===== config.mk =====
export PLATFORM = sky130hd
export DESIGN_NAME = quad_emitter
export DESIGN_NICKNAME = d
export VERILOG_FILES = /design/src/rtl/quad_emitter.sv
export SDC_FILE = /design/constraint.sdc
export NUM_CORES = 1
export LEC_CHECK = 0
export CORE_MARGIN = 10
export CORE_UTILIZATION = 54
export CTS_CLUSTER_DIAMETER = 120
export DETAILED_ROUTE_END_ITERATION = 10
export HOLD_SLACK_MARGIN = 0.1
export PLACE_DENSITY = 0.76
export SKIP_CTS_REPAIR_TIMING = 1
export SYNTH_ARGS = -nofsm -noshare
export SYNTH_HDL_FRONTEND = slang
export SYNTH_SLANG_ARGS = --single-unit
export TNS_END_PERCENT = 10

===== constraint.sdc =====
create_clock -name clk32mhz -period 4.6 [get_ports clk32mhz]
set_input_delay 0.92 -clock clk32mhz [delete_from_list [all_inputs] [get_ports clk32mhz]]
set_output_delay 0.92 -clock clk32mhz [all_outputs]
set_load 0.02 [all_outputs]

===== src/rtl/quad_emitter.sv =====
// Quadrature encoder emitter: turns single-step requests into a Gray-coded A/B pair
// with a minimum dwell between edges. Optional QUAD_EMITTER_POSITION_EN adds a position counter.
module quad_emitter #(
    parameter int unsigned DWELL_CYCLES = 32000,
    parameter int unsigned MAX_PENDING  = 7
) (
    input  logic        clk32mhz,
    input  logic        reset,
    input  logic        step_valid,
    input  logic        step_dir,
    output logic        step_ready,
    output logic        quad_a,
    output logic        quad_b,
    output logic        busy,
    output logic [7:0]  pending
`ifdef QUAD_EMITTER_POSITION_EN
    ,
    output logic [15:0] position
`endif
);

    localparam int unsigned DwellW = (DWELL_CYCLES > 1) ? $clog2(DWELL_CYCLES) : 1;
    localparam logic [DwellW-1:0] DwellReload = DwellW'(DWELL_CYCLES - 1);
    localparam logic signed [7:0] PendMax = 8'(MAX_PENDING);

    logic signed [7:0]  pending_q, pending_d;
    logic [DwellW-1:0]  dwell_q, dwell_d;
    logic               quad_a_q, quad_a_d;
    logic               quad_b_q, quad_b_d;
    logic               busy_q, busy_d;
    logic               accept, emit, emit_cw;
    logic signed [7:0]  req, drain;
    logic [1:0]         phase_cur, phase_nxt;

`ifdef QUAD_EMITTER_POSITION_EN
    logic [15:0] position_q, position_d;
`endif

    // Saturation is judged on the pre-update count, even when an emit drains it this cycle.
    assign step_ready = step_dir ? (pending_q < PendMax) : (pending_q > -PendMax);

    always_comb begin
        accept  = step_valid && step_ready;
        emit    = (dwell_q == '0) && (pending_q != 8'sd0);
        emit_cw = !pending_q[7];
        req     = 8'sd0;
        drain   = 8'sd0;
        if (accept) begin
            req = step_dir ? 8'sd1 : -8'sd1;
        end
        if (emit) begin
            drain = emit_cw ? 8'sd1 : -8'sd1;
        end
        pending_d = pending_q + req - drain;
        busy_d    = (pending_d != 8'sd0);

        dwell_d = dwell_q;
        if (emit) begin
            dwell_d = DwellReload;
        end else if (dwell_q != '0) begin
            dwell_d = dwell_q - 1'b1;
        end

        // Phase index 0..3 maps to {a,b} = 00,01,11,10; clockwise counts up.
        phase_cur = {quad_a_q, quad_a_q ^ quad_b_q};
        phase_nxt = phase_cur;
        if (emit) begin
            phase_nxt = emit_cw ? phase_cur + 2'd1 : phase_cur - 2'd1;
        end
        quad_a_d = phase_nxt[1];
        quad_b_d = phase_nxt[1] ^ phase_nxt[0];

`ifdef QUAD_EMITTER_POSITION_EN
        position_d = position_q;
        if (emit) begin
            position_d = emit_cw ? position_q + 16'd1 : position_q - 16'd1;
        end
`endif
    end

    always_ff @(posedge clk32mhz or negedge reset) begin
        if (!reset) begin
            pending_q <= 8'sd0;
            dwell_q   <= '0;
            quad_a_q  <= 1'b0;
            quad_b_q  <= 1'b0;
            busy_q    <= 1'b0;
        end else begin
            pending_q <= pending_d;
            dwell_q   <= dwell_d;
            quad_a_q  <= quad_a_d;
            quad_b_q  <= quad_b_d;
            busy_q    <= busy_d;
        end
    end

`ifdef QUAD_EMITTER_POSITION_EN
    always_ff @(posedge clk32mhz or negedge reset) begin
        if (!reset) begin
            position_q <= 16'd0;
        end else begin
            position_q <= position_d;
        end
    end

    assign position = position_q;
`endif

    assign quad_a  = quad_a_q;
    assign quad_b  = quad_b_q;
    assign busy    = busy_q;
    assign pending = pending_q;

endmodule


==> results of run 1 <==
[per-layer routing]
metal	part of all wire [%]	vias to the layer above	GRT usage [%]
met3	3.6	4	2.95
met5	0	-	0
met1	44	659	16.3
met4	0.83	0	3.35
met2	51	30	23.1
li1	-	658	-
[flip-flops by register name, indices dropped and copies added, names as in the netlist]
name and count:
pending 8, quad_b 1, quad_a 1, busy 1
dwell_q 15
[worst paths after layout]
check                                        from                       to  slack [ns]
max                        dwell_q[0]$_DFFE_PN0P_           busy$_DFF_PN0_        0.96
min                        dwell_q[9]$_DFFE_PN0P_   dwell_q[9]$_DFFE_PN0P_        0.49
max reg2reg                dwell_q[0]$_DFFE_PN0P_           busy$_DFF_PN0_        0.96
min reg2reg                dwell_q[9]$_DFFE_PN0P_   dwell_q[9]$_DFFE_PN0P_        0.49
max in group asynchronous                   reset   dwell_q[3]$_DFFE_PN0P_        2.73
min in group asynchronous                   reset  dwell_q[13]$_DFFE_PN0P_        1.18
[power groups by stage]
stage / clock (mW) / sequential, mW / combinational, mW
final: 0.159 / 0.398 / 0.890
after global routing: 0.173 / 0.410 / 0.991
after CTS: 0.164 / 0.396 / 0.889
after detailed placement: 0 / 0.401 / 0.878
after global placement: 0 / 0.396 / 0.852
after floorplan: 0 / 0.420 / 0.609
[metrics by stage]
| step | util (%) | setup slack (ns) | instances | total power [mW] |
|---|---|---|---|---|
| 2_1_floorplan | - | 1.08 | 176 | 1.03 |
| 3_3_place_gp | 62.5 | 0.838 | 233 | 1.25 |
| 3_5_place_dp | 62.5 | 0.723 | 233 | 1.28 |
| 4_1_cts | 64.3 | 0.939 | 237 | 1.45 |
| 5_1_grt | 64.3 | 0.686 | 237 | 1.57 |
| 6_report | 64.3 | 0.958 | 237 | 1.45 |
[kinds of logic after synthesis]
kind of cell / Yosys count / synth area share (%)
simple gates: 54 / 18.4
compound gates: 41 / 14.7
flops: 26 / 37.9
buf+inv: 24 / 5.69
fa+ha+maj: 17 / 15.0
xor+xnor: 11 / 6.49
mux: 3 / 1.82
[worst register-to-register path, delay by kind of cell (launching register included)]
family                     cells  cell delay (ns)
xor gates and xnor gates       1             0.13
buffers and inverters          3             0.25
DFF                            1             0.44
AOI/OAI and AO/OA              2             0.33
adders and majority gates      4             0.99
and+or+nand+nor                6             1.42
[final cells by class]
type / count / area (um^2)
clock buffer: 3 / 22.5
clock inverter: 1 / 30.0
fill: 259 / 1090
inverter: 21 / 78.8
multi-input combinational: 126 / 967
sequential: 26 / 651
tap: 44 / 55.1
timing repair buffer: 16 / 158
[cell usage in the layout, fill, tap and decap left out, drive strengths merged]
master	Yosys	layout
a211o	2	2
dfrtp	26	26
clkdlybuf4s50	0	15
and3	1	1
o21a	1	1
mux2i	2	2
or3	1	1
a211oi	4	4
nand3	2	2
o211ai	1	1
fa	6	6
a2111oi	1	1
ha	11	11
a31oi	5	5
and4	1	1
mux2	1	1
nand4	2	2
nor4b	1	1
or4	2	2
nor2	15	15
xor3	1	1
o31ai	1	1
o21ai	9	9
nand2	10	10
nor3b	1	1
xor2	3	3
nand2b	1	1
a21o	3	3
bufinv	0	1
buf	1	1
clkbuf	2	3
inv	21	21
nor3	11	11
a21oi	14	14
nor4	4	4
xnor2	7	7
nand4b	2	2
==> impl_metrics.py, run 1 <==
metrics = {
    "clock_tree": {
        "htreeDepth": 1,
        "clock_latency_ns": 0.34,
        "clk_pin_slew_worst_paths_ns": 0.15,
        "cts_tree": "built",
        "cts-root-buf": "clkbuf_4",
        "clock-sinks": 26,
        "cts_buffers": 3,
        "cts_buffer_depth": 2,
    },
    "placement": {
        "portBuffers": 15,
        "hpwl_mm": 2.86,
        "place_area_um2": 1910,
        "globalplace.congestion": 0.948,
    },
    "final_layout": {
        "diodes": 0,
        "syn2layout_area_growth_pct": 14.4,
        "fin_area_um2": 1960,
        "final_nets": 215,
        "layout-drive-gt1-share_pct": 7.25,
    },
    "power": {
        "seq_power_share_pct": 27.5,
        "p_clk_share_pct": 11.0,
        "internal_power_mw": 0.800,
        "swShare_pct": 44.7,
        "comb_power_share_pct": 61.5,
        "p_leak_nw": 0.838,
        "peakVddDrop_v": 0.000623,
        "power.density_nw_per_um2": 738,
        "switching_power_mw": 0.648,
    },
    "route": {
        "drtIter0Drc": 106,
        "vias": 1351,
        "wl_mm": 3.74,
        "via_per_inst": 5.70,
        "first_pass_iters": 4,
        "routedWlPerCell_um": 15.8,
        "ant_nets": 0,
        "drc_errors": 0,
    },
    "synth": {
        "synth.area.top_cells": "dfrtp_1 (38%), ha_1 (8.0%), fa_1 (7.0%), inv_1 (4.4%), a21oi_1 (3.8%)",
        "yosys.area.top_type": "dfrtp_1",
        "netlist.area_leader.share_pct": 37.9,
        "synth_cells": 176,
        "ys_ff_latch": 26,
        "synth_commonest_cells": "dfrtp_1 (26), inv_1 (20), a21oi_1 (13)",
        "syn_nets": 197,
        "synth.yosys.seq_area_share_pct": 37.9,
        "synth_edf_count": 0,
        "async_flop_share_pct": 100,
        "synth_most_common_cell": "dfrtp_1",
        "yosysWarnings": 0,
        "synth_area_per_cell_um2": 9.75,
        "synth_ff_type": "dfrtp_1",
        "syn_area_um2": 1720,
        "synthDistinctLibCells": 43,
    },
    "critical_path": {
        "cpPeakStageDelay_ns": 0.64,
        "path_cells": "inv_1, ha_1, nand4b_1, or4_4, nor2_8, ha_1, inv_1, ha_1, inv_1, fa_1, nand2b_1, a21oi_1, o21a_1, nor2_1, xnor2_1, nand4b_1",
        "end_kind": "register",
        "critPathRequiredTime_ns": 4.83,
        "critPathLaunchType": "register",
        "critical_path_class": "reg2reg",
        "rr_worst_depth": 16,
        "arrival_ns": 3.87,
        "worst-path-max-fanout": 11,
        "crit_buf_inv": 3,
        "worst_path_max_delay_cell": "or4_4",
        "path_delay_family": "simple AND/OR/NAND/NOR gates",
        "cp.depth": 16,
    },
    "global_route": {
        "grt_start_max_net_pins": 27,
        "grt_antenna_before_repair": 0,
        "grt_pass1_vias": 1407,
        "grt_pass1_wl_mm": 6.52,
        "grt_util_all_layers_pct": 13.4,
        "overflow": 0,
    },
    "timing": {
        "fin_crit_ns": 3.64,
        "worst_pin_slew_ns": 1.15,
        "setup_viol": 0,
        "fin_skew_ns": 0.0171,
        "hold_violations": 0,
        "maxSlewHeadroom_pct": 23.2,
        "grt_setup_unrepaired": "false",
        "finalCritPeriodShare_pct": 79.2,
        "drv_slew": 0,
        "whs_ns": 0.486,
        "tns_ns": 0,
        "fmax_mhz": 275,
    },
    "floorplan": {
        "io_pins": 16,
        "die-area_um2": 5830,
        "die_w_um": 76.4,
        "start_util_pct": 56.2,
        "fp.dieH_um": 76.4,
        "core_um2": 3050,
        "fp-row-count": 20,
    },
    "run_status": {
        "status": "completed",
    },
    "flow_run": {
        "maxCapViolations": 0,
    },
    "hold_path": {
        "whs_path_depth": 1,
        "worstHoldPathType": "reg2reg",
    },
}
(Power assumes the default switching activity.)
==> run 2, diff against run 1 <==
clock period = 3.4 ns   (was 4.6 ns; I/O delays follow)
==> run 2 against run 1 <==
  * Setup slack worse by 1.0 ns
  * Flip-flop and latch count stayed put
  * Routed wire length is 42% higher
  * Utilization is 15 points higher
  * Non-clock buffer count is 37 higher
  * Cell count is 16% higher
  * Die area stayed put
  * Clock power is 41% higher
  * Power is 83% higher
  * Register-to-register slack worse by 1.0 ns
  * Critical path depth is 1 higher
  * The run now ends with negative setup slack left
==> impl_metrics.py, run 2 (synthesis gave the netlist of run 1 again) <==
metrics = {
    "final_layout": {
        "mostFrequentLayoutCells": "buf_4 (38), dfrtp_1 (25), clkdlybuf4s50_1 (15)",
        "fin_area_um2": 2410,
        "final_nets": 252,
        "layout-drive-gt1-share_pct": 34.8,
        "diodes": 0,
        "top_register": "dwell_q",
        "syn2layout_area_growth_pct": 40.6,
        "layout_commonest_cell": "buf_4",
        "largest_reg_flops": 15,
    },
    "route": {
        "vias": 1612,
        "via_per_inst": 5.88,
        "drtIter0Drc": 234,
        "wl_mm": 5.29,
        "drc_errors": 0,
        "first_pass_iters": 7,
        "routedWlPerCell_um": 19.3,
        "ant_nets": 0,
    },
    "power": {
        "p_leak_nw": 1.03,
        "peakVddDrop_v": 0.00101,
        "power.density_nw_per_um2": 1100,
        "total_power_mw": 2.64,
    },
    "timing": {
        "hold_violations": 0,
        "fin_skew_ns": 0.0164,
        "worst_pin_slew_ns": 0.382,
        "fin_ws_ns": -0.0623,
        "maxSlewHeadroom_pct": 74.3,
        "setup_viol": 1,
        "fin_crit_ns": 3.46,
        "drv_slew": 0,
        "finalCritPeriodShare_pct": 102,
        "fmax_mhz": 289,
    },
    "critical_path": {
        "path_delay_family": "simple AND/OR/NAND/NOR gates",
        "crit_buf_inv": 2,
        "critical_path_class": "reg2reg",
        "reg2reg_slack_ns": -0.06,
        "r2r_end": "busy$_DFF_PN0_",
        "rr_worst_depth": 17,
        "worst-path-max-fanout": 3,
        "critPathRequiredTime_ns": 3.64,
        "cpPeakStageDelay_ns": 0.43,
        "worst_path_max_delay_cell": "dfrtp_1",
        "timing.rr.start": "pending[7]$_DFF_PN0_",
        "critPathLaunchType": "register",
        "end_kind": "register",
        "arrival_ns": 3.70,
        "path_cells": "nor4_2, nand2_1, a31oi_2, nor3_1, a31oi_2, nand2_1, ha_4, inv_2, ha_2, inv_1, fa_2, nand2b_4, a21oi_4, o21a_1, nor2_2, xnor2_2, nand4b_1",
    },
    "placement": {
        "globalplace.congestion": 0.896,
        "hpwl_mm": 3.20,
        "place_area_um2": 2070,
        "portBuffers": 15,
    },
    "floorplan": {
        "die_w_um": 76.4,
        "fp.dieH_um": 76.4,
        "die-area_um2": 5830,
        "io_pins": 16,
        "core_um2": 3050,
        "start_util_pct": 56.2,
        "fp-row-count": 20,
    },
    "global_route": {
        "grt_pass1_wl_mm": 7.32,
        "grt_util_all_layers_pct": 14.7,
        "grt_antenna_before_repair": 0,
        "grt_start_max_net_pins": 27,
        "overflow": 0,
        "grt_pass1_vias": 1539,
    },
    "hold_path": {
        "whs_path_depth": 1,
        "holdCritStartpoint": "dwell_q[14]$_DFFE_PN0P_",
        "whs_endpoint": "dwell_q[14]$_DFFE_PN0P_",
        "worstHoldPathType": "reg2reg",
    },
    "flow_run": {
        "maxCapViolations": 0,
    },
    "clock_tree": {
        "cts-root-buf": "clkbuf_4",
        "clock-sinks": 26,
        "cts_buffers": 3,
        "htreeDepth": 1,
        "cts_tree": "built",
        "cts_buffer_depth": 2,
        "clock_latency_ns": 0.35,
        "clk_pin_slew_worst_paths_ns": 0.17,
    },
    "run_status": {
        "status": "complete, but fails checks",
        "violations": "negative setup slack",
    },
}
[run 2: cell types whose count changed in the layout (fill, tap and decap cells not counted), sizes merged]
cell,change
buf,+37
[run 2: worst reg2reg max path, delay by kind of cell (launching register included)]
| kind | cells | cell delay, ns |
|---|---|---|
| fa+ha+maj | 3 | 0.75 |
| flops | 1 | 0.43 |
| simple gates | 7 | 1.18 |
| compound gates | 4 | 0.74 |
| xor+xnor | 1 | 0.15 |
| buf+inv | 2 | 0.11 |
[run 2: final cells by class]
class / instances / area, um^2
Tap cell: 44 / 55.1
Timing Repair Buffer: 53 / 435
Clock buffer: 3 / 22.5
Clock inverter: 1 / 30.0
Sequential cell: 26 / 652
Inverter: 21 / 78.8
Fill cell: 181 / 641
Multi-Input combinational cell: 126 / 1140
[run 2: routing by layer]
layer	GRT usage, %	part of all wire [%]
met1	19.0	41
met2	24.8	51
met3	2.36	6.0
met4	3.90	1.9
met5	0	0
[run 2: report_power, final]
group          switching, mW  internal (mW)  total [mW]
Combinational          0.962          0.910        1.87
Clock                  0.105          0.119       0.224
Sequential             0.136          0.412       0.548
Total                   1.20           1.44        2.64
[run 2: how the worst max path moves through the flow]
stage / startpoint / cells after the start / slack (ns) / end
after floorplan: dwell_q[0]$_DFFE_PN0P_ / 17 / 0.04 / busy$_DFF_PN0_
after global placement: step_dir / 16 / -0.03 / busy$_DFF_PN0_
after detailed placement: dwell_q[0]$_DFFE_PN0P_ / 16 / -0.10 / busy$_DFF_PN0_
after CTS: dwell_q[0]$_DFFE_PN0P_ / 16 / -0.14 / busy$_DFF_PN0_
after global routing: pending[7]$_DFF_PN0_ / 17 / -0.12 / busy$_DFF_PN0_
final: pending[7]$_DFF_PN0_ / 17 / -0.06 / busy$_DFF_PN0_
[run 2: per-stage QoR]
stage	setup slack (ns)	setup TNS [ns]	util, %	cells	hold WS [ns]
detailed placement	-0.102	-0.150	68.0	253	0.480
floorplan	0.0361	0	-	176	0.384
finish	-0.0623	-0.0623	79.0	274	0.505
CTS	-0.141	-0.237	69.7	257	0.504
global placement	-0.0339	-0.0339	68.0	253	0.459
global route	-0.120	-0.156	79.0	274	0.516
